`config.mk`:
```
export PLATFORM = sky130hd
export DESIGN_NAME = pe_skew_feeder
export DESIGN_NICKNAME = d
export VERILOG_FILES = /design/src/rtl/pe_skew_feeder_pkg.sv /design/src/rtl/pe_skew_feeder_skew_delay_line.sv /design/src/rtl/pe_skew_feeder.sv
export SDC_FILE = /design/constraint.sdc
export NUM_CORES = 1
export LEC_CHECK = 0
export CORE_ASPECT_RATIO = 1.1
export CORE_MARGIN = 2
export CORE_UTILIZATION = 49
export CTS_BUF_LIST = sky130_fd_sc_hd__clkbuf_4 sky130_fd_sc_hd__clkbuf_8
export DETAILED_ROUTE_END_ITERATION = 10
export GPL_TIMING_DRIVEN = 0
export PLACE_DENSITY = 0.85
export SLEW_MARGIN = 30
export SYNTH_ARGS = -nofsm -noshare
export SYNTH_HDL_FRONTEND = slang
export SYNTH_SLANG_ARGS = --single-unit
```
`constraint.sdc`:
```
create_clock -name clk -period 1.8 [get_ports clk]
set_input_delay 0.18 -clock clk [delete_from_list [all_inputs] [get_ports clk]]
set_output_delay 0.18 -clock clk [all_outputs]
set_load 0.05 [all_outputs]
```
`src/rtl/pe_skew_feeder_pkg.sv`:
```
// Shared types for the systolic-array operand skew feeder.
package pe_skew_feeder_pkg;

  typedef enum logic [1:0] {
    FEED_IDLE   = 2'd0,
    FEED_STREAM = 2'd1,
    FEED_DRAIN  = 2'd2
  } feeder_state_e;

  localparam int FEEDER_LANES_DEF = 4;

endpackage

```
`src/rtl/pe_skew_feeder_skew_delay_line.sv`:
```
// One lane of the diagonal skew: a DEPTH-stage {valid, data} shift register.
// PE_SKEW_FEEDER_ZERO_GATE_EN forces dout to zero whenever vout is low.
module skew_delay_line #(
  parameter int DEPTH  = 1,
  parameter int DATA_W = 32
) (
  input  logic              clk,
  input  logic              rstn,
  input  logic              vin,
  input  logic [DATA_W-1:0] din,
  output logic              vout,
  output logic [DATA_W-1:0] dout
);

  logic [DEPTH-1:0]  v_r;
  logic [DATA_W-1:0] d_r [DEPTH];

  // Shift valid and data one stage per cycle; no stall path exists.
  always_ff @(posedge clk) begin
    if (!rstn) begin
      v_r <= {DEPTH{1'b0}};
      for (int k = 0; k < DEPTH; k++) begin
        d_r[k] <= {DATA_W{1'b0}};
      end
    end else begin
      v_r[0] <= vin;
      d_r[0] <= din;
      for (int k = 1; k < DEPTH; k++) begin
        v_r[k] <= v_r[k-1];
        d_r[k] <= d_r[k-1];
      end
    end
  end

  assign vout = v_r[DEPTH-1];

`ifdef PE_SKEW_FEEDER_ZERO_GATE_EN
  // Quiet idle PE inputs: bubbles present zero data.
  always_comb begin
    if (v_r[DEPTH-1]) begin
      dout = d_r[DEPTH-1];
    end else begin
      dout = {DATA_W{1'b0}};
    end
  end
`else
  assign dout = d_r[DEPTH-1];
`endif

endmodule

```
`src/rtl/pe_skew_feeder.sv`:
```
// Operand feeder for a pe_cell row/column: accepts LANES-wide beats, skews lane i by i cycles,
// drains after the last beat of a tile and pulses tile_done. Optional macro: PE_SKEW_FEEDER_ZERO_GATE_EN.
module pe_skew_feeder
  import pe_skew_feeder_pkg::*;
#(
  parameter int LANES  = FEEDER_LANES_DEF,
  parameter int DATA_W = 32,
  parameter int K_MAX  = 16
) (
  input  logic                    clk,
  input  logic                    rstn,
  input  logic                    in_valid,
  output logic                    in_ready,
  input  logic [LANES*DATA_W-1:0] in_data,
  input  logic                    in_last,
  output logic [LANES-1:0]        out_valid,
  output logic [LANES*DATA_W-1:0] out_data,
  output logic                    busy,
  output logic                    tile_done,
  output logic                    err_overlong
);

  localparam int CNT_W = $clog2(K_MAX + 1);
  localparam int DRN_W = $clog2(LANES);
  localparam logic [CNT_W-1:0] K_MAX_C  = CNT_W'(K_MAX);
  localparam logic [DRN_W-1:0] DRAIN_LD = DRN_W'(LANES - 1);

  feeder_state_e    state_r, state_s;
  logic [CNT_W-1:0] beat_r, beat_s;
  logic [DRN_W-1:0] drain_r, drain_s;
  logic             err_r, err_s;
  logic             tile_done_r, tile_done_s;
  logic             accept_s;

  assign in_ready     = (state_r != FEED_DRAIN);
  assign busy         = (state_r != FEED_IDLE);
  assign accept_s     = in_valid && in_ready;
  assign tile_done    = tile_done_r;
  assign err_overlong = err_r;

  // Control state, beat/drain counters and registered status flags.
  always_ff @(posedge clk) begin
    if (!rstn) begin
      state_r     <= FEED_IDLE;
      beat_r      <= {CNT_W{1'b0}};
      drain_r     <= {DRN_W{1'b0}};
      err_r       <= 1'b0;
      tile_done_r <= 1'b0;
    end else begin
      state_r     <= state_s;
      beat_r      <= beat_s;
      drain_r     <= drain_s;
      err_r       <= err_s;
      tile_done_r <= tile_done_s;
    end
  end

  // Next-state decode; tile_done is registered one cycle ahead so it lands as drain reaches 0.
  always_comb begin
    state_s     = state_r;
    beat_s      = beat_r;
    drain_s     = drain_r;
    err_s       = err_r;
    tile_done_s = 1'b0;
    case (state_r)
      FEED_IDLE: begin
        if (accept_s) begin
          if (in_last) begin
            state_s = FEED_DRAIN;
            drain_s = DRAIN_LD;
            beat_s  = {CNT_W{1'b0}};
          end else begin
            state_s = FEED_STREAM;
            beat_s  = CNT_W'(1);
          end
        end else begin
          state_s = FEED_IDLE;
        end
      end
      FEED_STREAM: begin
        if (accept_s) begin
          if (beat_r == K_MAX_C) begin
            err_s = 1'b1;
          end else begin
            err_s = err_r;
          end
          if (in_last) begin
            state_s = FEED_DRAIN;
            drain_s = DRAIN_LD;
            beat_s  = {CNT_W{1'b0}};
          end else if (beat_r != K_MAX_C) begin
            beat_s = beat_r + CNT_W'(1);
          end else begin
            beat_s = beat_r;
          end
        end else begin
          state_s = FEED_STREAM;
        end
      end
      FEED_DRAIN: begin
        if (drain_r == {DRN_W{1'b0}}) begin
          state_s = FEED_IDLE;
        end else begin
          drain_s = drain_r - DRN_W'(1);
          if (drain_r == DRN_W'(1)) begin
            tile_done_s = 1'b1;
          end else begin
            tile_done_s = 1'b0;
          end
        end
      end
      default: begin
        state_s = FEED_IDLE;
      end
    endcase
  end

  for (genvar i = 0; i < LANES; i++) begin : g_lane
    skew_delay_line #(
      .DEPTH  (i + 1),
      .DATA_W (DATA_W)
    ) u_line (
      .clk  (clk),
      .rstn (rstn),
      .vin  (accept_s),
      .din  (in_data[i*DATA_W +: DATA_W]),
      .vout (out_valid[i]),
      .dout (out_data[i*DATA_W +: DATA_W])
    );
  end

endmodule
```
* Word-level counts from Yosys, hierarchy flattened
Memories as Yosys holds them, arrays and structs flattened.
Index checks and enable logic that the tools add are counted.
** Storage, ports and cells
- Flip-flop bits (word level) :: 21
- Bits in writable memories :: 320
- Bits of input ports :: 132
- Memories kept :: 4
** Memory list
- g_lane[3].u_line.d_r :: words 4, width 32, read ports 4, clocked after Yosys merged registers in 0, write ports 4, RTL line pe_skew_feeder_skew_delay_line.sv:16 : logic [DATA_W-1:0] d_r [DEPTH];
- g_lane[2].u_line.d_r :: words 3, width 32, read ports 3, clocked after Yosys merged registers in 0, write ports 3, RTL line pe_skew_feeder_skew_delay_line.sv:16
- g_lane[1].u_line.d_r :: words 2, width 32, read ports 2, clocked after Yosys merged registers in 0, write ports 2, RTL line pe_skew_feeder_skew_delay_line.sv:16
- g_lane[0].u_line.d_r :: words 1, width 32, read ports 1, clocked after Yosys merged registers in 0, write ports 1, RTL line pe_skew_feeder_skew_delay_line.sv:16
** Cells by class
- Add/sub/neg operators :: 2
- Equality and inequality tests :: 14
- Multiplexer cells :: 30
- Bitwise operators :: 11
- Reduce and logical (&&, ||, !) cells :: 13
** Operator list (count)
- two-way mux 32 bit :: 10
- OR reduction 32 bit :: 1
- two-way mux 5 bit :: 4
- two-way mux 2 bit :: 8
- one-hot mux 5 bit (2 select lines) :: 1
- bitwise OR 1 bit :: 9
- inequality test 2 x 1 -> 1 bit, second input constant :: 4
- AND reduction 4 bit :: 2
- inequality test 2 bit, second input constant :: 3
- inequality test 3 bit, second input constant :: 2
- one-hot mux 2 bit (3 select lines) :: 1
- nonzero test 2 bit :: 3
- adder 5 x 1 -> 5 bit, second input constant :: 1
- equality test 5 bit, second input constant :: 1
- two-way mux 1 bit :: 5
- inequality test 5 bit, second input constant :: 1
- equality test 2 x 1 -> 1 bit, second input constant :: 2
- zero test 2 bit :: 2
- one-hot mux 2 bit (2 select lines) :: 1
- AND reduction 3 bit :: 1
- OR reduction 3 bit :: 1
- equality test 2 bit, second input constant :: 1
- NOT 1 bit :: 2
- AND reduction 2 bit :: 1
- other kinds (3) :: 3

* Logic depth before layout (Yosys ltp)
Gate-level depths: netlist of the first run.
- Depth in word-level cells :: 5
- Gate-level depth with buffers :: 5

* Modules after synthesis
A second synthesis of the first run with hierarchy kept.
** Unflattened totals
- Cell total of the unflattened synthesis :: 822
- Area, all modules :: 10079.7 um^2
** By module, submodules not included
- skew_delay_line (g_lane[3].u_line) :: times used 1, cells an instance 278, area an instance 3594.7 um^2
- skew_delay_line (g_lane[2].u_line) :: times used 1, cells an instance 240, area an instance 2900.3 um^2
- skew_delay_line (g_lane[1].u_line) :: times used 1, cells an instance 171, area an instance 2040.7 um^2
- skew_delay_line (g_lane[0].u_line) :: times used 1, cells an instance 69, area an instance 923.4 um^2
- pe_skew_feeder :: times used 1, cells an instance 64, area an instance 620.6 um^2

* Worst setup path after synthesis of the first run
Ideal clock, no wire load.
- Path kind :: reg2reg
- From :: register beat_r[0]
- To :: register beat_r[3]
- Arrival time :: 1415 ps
- Data required time :: 1707 ps
- Slack :: 292 ps
- Cell stages (with the launch flop) :: 6
- Buffers on the path :: 0
- Clock period less this slack :: 1508 ps
- Cell sequence :: dfxtp_1 inv_1 ha_1 and4bb_2 or3b_4 o311ai_2
** On the way
- Cells in the longest elaborated chain, start to end :: 5
- Elaborated cells between the ends (all ways) :: 8
- Those cells by class :: add/sub: 1; eq/ne: 2; mux: 4; reduce/logical: 1
** RTL lines
- start: declaration :: RTL line pe_skew_feeder.sv:29 : logic [CNT_W-1:0] beat_r, beat_s;
- start signal: assignment :: RTL line pe_skew_feeder.sv:45 : beat_r <= {CNT_W{1'b0}};
- start signal: assignment :: RTL line pe_skew_feeder.sv:51 : beat_r <= beat_s;
- adder 5 x 1 -> 5 bit :: RTL line pe_skew_feeder.sv:92 : beat_s = beat_r + CNT_W'(1);
- two-way mux 5 bit :: RTL line pe_skew_feeder.sv:91 : end else if (beat_r != K_MAX_C) begin
- two-way mux 5 bit :: RTL line pe_skew_feeder.sv:87 : if (in_last) begin
- two-way mux 5 bit :: RTL line pe_skew_feeder.sv:81 : if (accept_s) begin
- one-hot mux 5 bit (2 select lines) :: RTL line pe_skew_feeder.sv:65 : case (state_r)
Parallel ways exist; a longest one is shown, timed or not. The select of a mux whose other input is x is not followed.
A chain may end at the register's enable or synchronous reset.

* Final worst setup path of the first run
- From :: register state_r[1]
- To :: output port busy
** On the way
- Cells in the longest elaborated chain, start to end :: 1
** RTL lines
- start: declaration :: RTL line pe_skew_feeder.sv:28 : feeder_state_e state_r, state_s;
- start signal: assignment :: RTL line pe_skew_feeder.sv:50 : state_r <= state_s;
- nonzero test 2 bit :: RTL line pe_skew_feeder.sv:36 : assign busy = (state_r != FEED_IDLE);
- end: declaration :: RTL line pe_skew_feeder.sv:18 : output logic busy,
No other way between the ends.

==> flow_summary_export.csv, run 1 <==
group,metric,value,unit
yosys,syn_inst,818,
setup_path,path_cells,"buf_4, or2_2, buf_6",
setup_path,cp_slowest_stage_delay,0.34,ns
global_route,antenna_found_initial,0,
setup_path,worst_ep_required_time,1.62,ns
placement,dp_slack,-0.175,ns
worst_hold_path,hold_path.class,"primary input to flop",
floorplanning,start_util,49.7,%
global_route,grt_max_degree,15,
timing,tns,0,ns
clock_network,clk_latency,0.58,ns
clock_network,clock-sinks,335,
timing,timing.fmax,580,MHz
final_layout,diodes,0,
power_and_ir_drop,power_density,1140,mW/mm^2
clock_network,cts_setup_buffers,0,
setup_path,endpoint_kind,"output pin",
power_and_ir_drop,report.power.total,15.7,mW
global_route,overflow,0,
final_layout,area_delta_synth_final,40.6,%
route,vias_per_cell,4.33,
route,routed-wl-met2,10.4,mm
final_layout,sequential_cell_area,0.00671,mm^2
power_and_ir_drop,p_leak,6.36,nW
floorplanning,core,0.0197,mm^2
yosys,yosysWarnings,0,
timing,min_period_over_period,95.8,%
timing,max_slew_margin,61.9,%
final_layout,fill_cells,1368,
placement,place_congestion,0.838,
clock_network,cts_buffer_depth,3,
timing,period_needed,1.72,ns
global_route,grt_usage,19.1,%
setup_path,crit_path_start_kind,"flop",
global_route,grt_pass1_vias,6452,
placement,portBuffers,267,
route,drc,0,
clock_network,htreeDepth,2,
yosys,synth_area_per_cell,11.9,um^2
timing,fin_ws,0.0759,ns
setup_path,arrival,1.54,ns
placement,dpl.hpwl,13.9,mm
placement,dp_cells,1337,
final_layout,fin_util,69.8,%
yosys,synth_cell_types,33,
route,routedWlPerCell,14.1,um
clock_network,cts_tree,"yes",
global_route,grt_pass1_wl,32.2,mm
timing,maxSlewViolCount,0,
route,wl,20.1,mm
clock_network,clkTransAtPathRegs,0.07,ns
route,vias,6172,
timing,hold_viol,0,
clock_network,hold_buffers,0,
yosys,ys_seq_area_share,68.7,%
floorplanning,io_pins,268,
final_layout,layoutNonFillerInstCount,1426,
yosys,syn_nets,954,
final_layout,multi_input_area,0.00238,mm^2
route,highest_layer,"met4",
timing,clock_skew,0.0301,ns
setup_path,slowest_stage,"dfxtp_2",
timing,finalSetupViolCount,0,
route,drt_iter0_markers,91,
timing,rsz0062_at_grt,"false",
job,maxCapViolations,0,
final_layout,layout-drive-gt1-share,14.2,%
run_status,status,"completed",
final_layout,fin_nets,1272,
route,dr_wl_met3,1.61,mm
setup_path,critPathTopFamily,"flip-flops",
yosys,synth_seq_cells,335,
final_layout,final_common_cell,"dfxtp_1",
setup_path,cp_max_fo,10,
route,antenna_left,0,
yosys,synth_area,0.00977,mm^2
floorplanning,die_h,152,um
clock_network,ctsResizeCount,142,
clock_network,cts_buffers,49,
setup_path,crit_type,"flop to output pin",
setup_path,cp_num_buf_inv,2,
floorplanning,placementRows,54,
route,drtPass1Iterations,4,
floorplanning,die_area,0.0211,mm^2
power_and_ir_drop,ir_drop,0.900,mV
final_layout,final_cell_mix,"dfxtp_1, and2_1, dlygate4sd2_1",
clock_network,root_buffer,"clkbuf_8",
timing,worstMarginPinSlew,0.574,ns
route,drt-met1-wl,7.60,mm
floorplanning,dieWidth,139,um
==> through the flow <==
stage,hold WS [ns],area [um^2]
5_1_grt,0.156,13700
6_report,0.172,13700
4_1_cts,0.143,13700
3_3_place_gp,0.413,12800
3_5_place_dp,0.417,12800
2_1_floorplan,0.307,9770
==> cells in the mapped netlist <==
master    instances  area (um^2)
nand2_1           7         26.3
o32ai_1           1         8.76
nor2_1            1         3.75
and2_1          324         2030
nand4_1           3         18.8
and4bb_2          1         12.5
nor3b_1           1         7.51
inv_1             8         30.0
buf_4            68          510
or3b_4            1         11.3
and3_1            1         6.26
nor4bb_1          1         10.0
a21oi_1           2         10.0
nor3b_4           1         18.8
nor4b_1           1         8.76
and4b_1           1         10.0
o221ai_1          1         8.76
o211a_1           2         20.0
clkbuf_1         38          143
ha_1              4         50.1
o22ai_1           2         12.5
mux2i_1           1         10.0
o311ai_0          1         8.76
nand4b_1          1         8.76
nand2b_1          2         12.5
o21a_1            1         7.51
dfxtp_1         335         6710
o311ai_2          1         16.3
nor2b_1           1         6.26
nand3_1           3         15.0
nand3b_1          1         7.51
or2_2             1         6.26
a211oi_1          1         7.51
==> sequential cells by signal, indices dropped and copies added, names as in the netlist <==
register           flops
drain_r                2
beat_r                 5
err_overlong           1
state_r                2
g_lane.u_line.v_r      4
g_lane.u_line.d_r    320
tile_done              1
==> area by class of cell <==
| cell class | count | area share [%] |
|---|---|---|
| buffer | 106 | 4.78 |
| clock buffer | 80 | 7.65 |
| clock inverter | 9 | 0.683 |
| inverter | 8 | 0.219 |
| multi-input combinational | 369 | 17.3 |
| sequential | 335 | 48.9 |
| tap | 252 | 2.30 |
| timing repair buffer | 267 | 18.2 |
==> final timing paths <==
kind / startpoint / to / slack, ns / cells after the start
setup / recovery: state_r[1]$_SDFFE_PN0P_ / busy / 0.08 / 3
hold / removal: in_data[107] / g_lane[3].u_line.d_r[0][11]$_SDFF_PN0_ / 0.17 / 2
setup reg to reg: beat_r[0]$_SDFFE_PN0P_ / beat_r[3]$_SDFFE_PN0P_ / 0.12 / 5
hold reg to reg: g_lane[3].u_line.d_r[0][6]$_SDFF_PN0_ / g_lane[3].u_line.d_r[1][6]$_SDFF_PN0_ / 0.43 / 1
==> power by group <==
part | total [mW] | internal (mW) | switching, mW
logic | 1.23 | 0.574 | 0.659
registers | 7.79 | 7.72 | 0.0776
clock network | 6.65 | 3.86 | 2.79
total | 15.7 | 12.2 | 3.53
==> logic make-up (layout without fill, tap and decap cells) <==
family	Yosys count	after routing	share of synthesized area [%]
AO/OA/AOI/OAI	12	12	1.02
adder cells (fa/ha/maj)	4	4	0.512
buffers and inverters	114	470	6.99
flip-flops	335	335	68.7
multiplexers	1	1	0.102
AND/OR/NAND/NOR	352	352	22.7
==> per-layer routing <==
metal / global-route usage (%) / up-vias
li1: - / 3084
met1: 19.8 / 2822
met2: 35.5 / 228
met3: 6.81 / 38
met4: 7.02 / 0
met5: 0 / -
Power figures use the tool's default switching activity.
==> run 2: changes to the inputs <==
- ABC_CLOCK_PERIOD_IN_PS: unset -> 1800
- CORE_ASPECT_RATIO: 1.1 -> unset
==> run 2 against run 1 <==
Against the previous run:
- die area about the same
- cell area shrank 0.27%
- clock power is 4.4% lower
- worst setup slack got worse by 0.0057 ns
- highest routed layer is now met5
- cell count is 1.2% higher
- non-clock buffer count is the same
- first-iteration DRC count rose by 20%
==> flow_summary_export.csv, run 2 (synthesis results as in run 1) <==
group,metric,value,unit
timing,min_period_over_period,96.1,%
floorplanning,die_h,145,um
route,drc,0,
timing,maxSlewViolCount,0,
route,vias_per_cell,4.28,
timing,rsz0062_at_grt,"false",
run_status,status,"completed",
floorplanning,io_pins,268,
final_layout,final_cell_mix,"dfxtp_1, and2_1, dlygate4sd2_1",
clock_network,clkTransAtPathRegs,0.06,ns
clock_network,hold_buffers,0,
global_route,grt_max_degree,15,
power_and_ir_drop,ir_drop,0.993,mV
final_layout,final_common_cell,"dfxtp_1",
power_and_ir_drop,report.power.total,15.4,mW
route,routedWlPerCell,13.9,um
placement,portBuffers,267,
final_layout,diodes,0,
global_route,overflow,0,
final_layout,layout-drive-gt1-share,14.5,%
floorplanning,core,0.0195,mm^2
setup_path,arrival,1.55,ns
floorplanning,start_util,50.0,%
clock_network,clock-sinks,335,
final_layout,largest_reg_flops,320,
global_route,antenna_found_initial,1,
clock_network,cts_buffers,51,
route,drt_iter0_markers,109,
final_layout,layoutNonFillerInstCount,1443,
job,maxCapViolations,0,
setup_path,cp_max_fo,2,
floorplanning,die_area,0.0211,mm^2
setup_path,crit_path_start_kind,"flop",
final_layout,reg.largest.list,"g_lane.u_line.d_r x320, beat_r x5, g_lane.u_line.v_r x4",
timing,timing.fmax,578,MHz
worst_hold_path,hold_path.class,"primary input to flop",
timing,period_needed,1.73,ns
power_and_ir_drop,p_leak,6.35,nW
setup_path,path_cells,"buf_4, dlygate4sd2_1",
final_layout,area_delta_synth_final,40.2,%
setup_path,endpoint_kind,"output pin",
floorplanning,dieWidth,145,um
final_layout,fin_nets,1274,
setup_path,cp_num_buf_inv,2,
setup_path,critPathTopFamily,"buffers and inverters",
power_and_ir_drop,power_density,1120,mW/mm^2
global_route,grt_pass1_vias,6519,
timing,hold_viol,0,
timing,tns,0,ns
global_route,grt_usage,19.3,%
worst_hold_path,min_from,"in_data[120]",
timing,max_slew_margin,59.9,%
timing,hold_ws,0.189,ns
route,drtPass1Iterations,5,
timing,clock_skew,0.0200,ns
timing,finalSetupViolCount,0,
clock_network,htreeDepth,2,
final_layout,fin_util,70.1,%
final_layout,regMostFlops,"g_lane.u_line.d_r",
setup_path,crit_type,"flop to output pin",
clock_network,root_buffer,"clkbuf_8",
clock_network,cts_tree,"yes",
route,antenna_left,0,
floorplanning,placementRows,51,
setup_path,worst_ep_required_time,1.62,ns
route,vias,6175,
placement,dp_cells,1350,
clock_network,clk_latency,0.57,ns
timing,worstMarginPinSlew,0.604,ns
clock_network,cts_buffer_depth,3,
setup_path,r2r_start,"beat_r[0]$_SDFFE_PN0P_",
setup_path,slowest_stage,"dlygate4sd2_1",
route,wl,20.0,mm
placement,dpl.hpwl,14.8,mm
placement,place_congestion,0.753,
setup_path,startpoint,"g_lane[3].u_line.v_r[1]$_SDFF_PN0_",
global_route,grt_pass1_wl,32.1,mm
setup_path,cp_slowest_stage_delay,0.57,ns
run 2: cell type report:
| type | count | area, um^2 |
|---|---|---|
| buffer | 106 | 657 |
| clock buffer | 82 | 991 |
| clock inverter | 11 | 97.6 |
| fill | 1421 | 5830 |
| inverter | 8 | 30.0 |
| multi-input combinational | 369 | 2380 |
| sequential | 335 | 6710 |
| tap | 265 | 332 |
| timing repair buffer | 267 | 2500 |
run 2: layer usage:
layer | track usage [%] | part of all wire [%]
met5 | 0 | 0.060
met4 | 7.45 | 2.2
met1 | 19.6 | 37
met3 | 8.68 | 10
met2 | 34.7 | 50
run 2: path summary, 6_finish.rpt:
check	to	slack (ns)	depth (start not counted)
max	out_valid[1]	0.07	2
min	g_lane[3].u_line.d_r[0][24]$_SDFF_PN0_	0.19	2
max reg2reg	beat_r[3]$_SDFFE_PN0P_	0.15	5
min reg2reg	g_lane[3].u_line.d_r[3][30]$_SDFF_PN0_	0.42	1
run 2: power by group:
part | switching, mW | internal, mW
clock network | 2.71 | 3.66
logic | 0.660 | 0.575
registers | 0.0740 | 7.72
total | 3.44 | 11.9
run 2: timing repair:
action / 4_1_cts / 5_1_grt
gates resized for setup: 144 / 12
gates cloned: 0 / 0
endpoints found under the setup margin: 136 / 4
pin swaps: 0 / 0
setup buffers: 0 / 0
run 2: stage by stage:
stage	worst slack [ns]	cell area, um^2
6_report	0.0702	13700
3_3_place_gp	-0.241	12800
2_1_floorplan	0.292	9770
4_1_cts	-0.176	13700
5_1_grt	0.00196	13700
3_5_place_dp	-0.260	12800
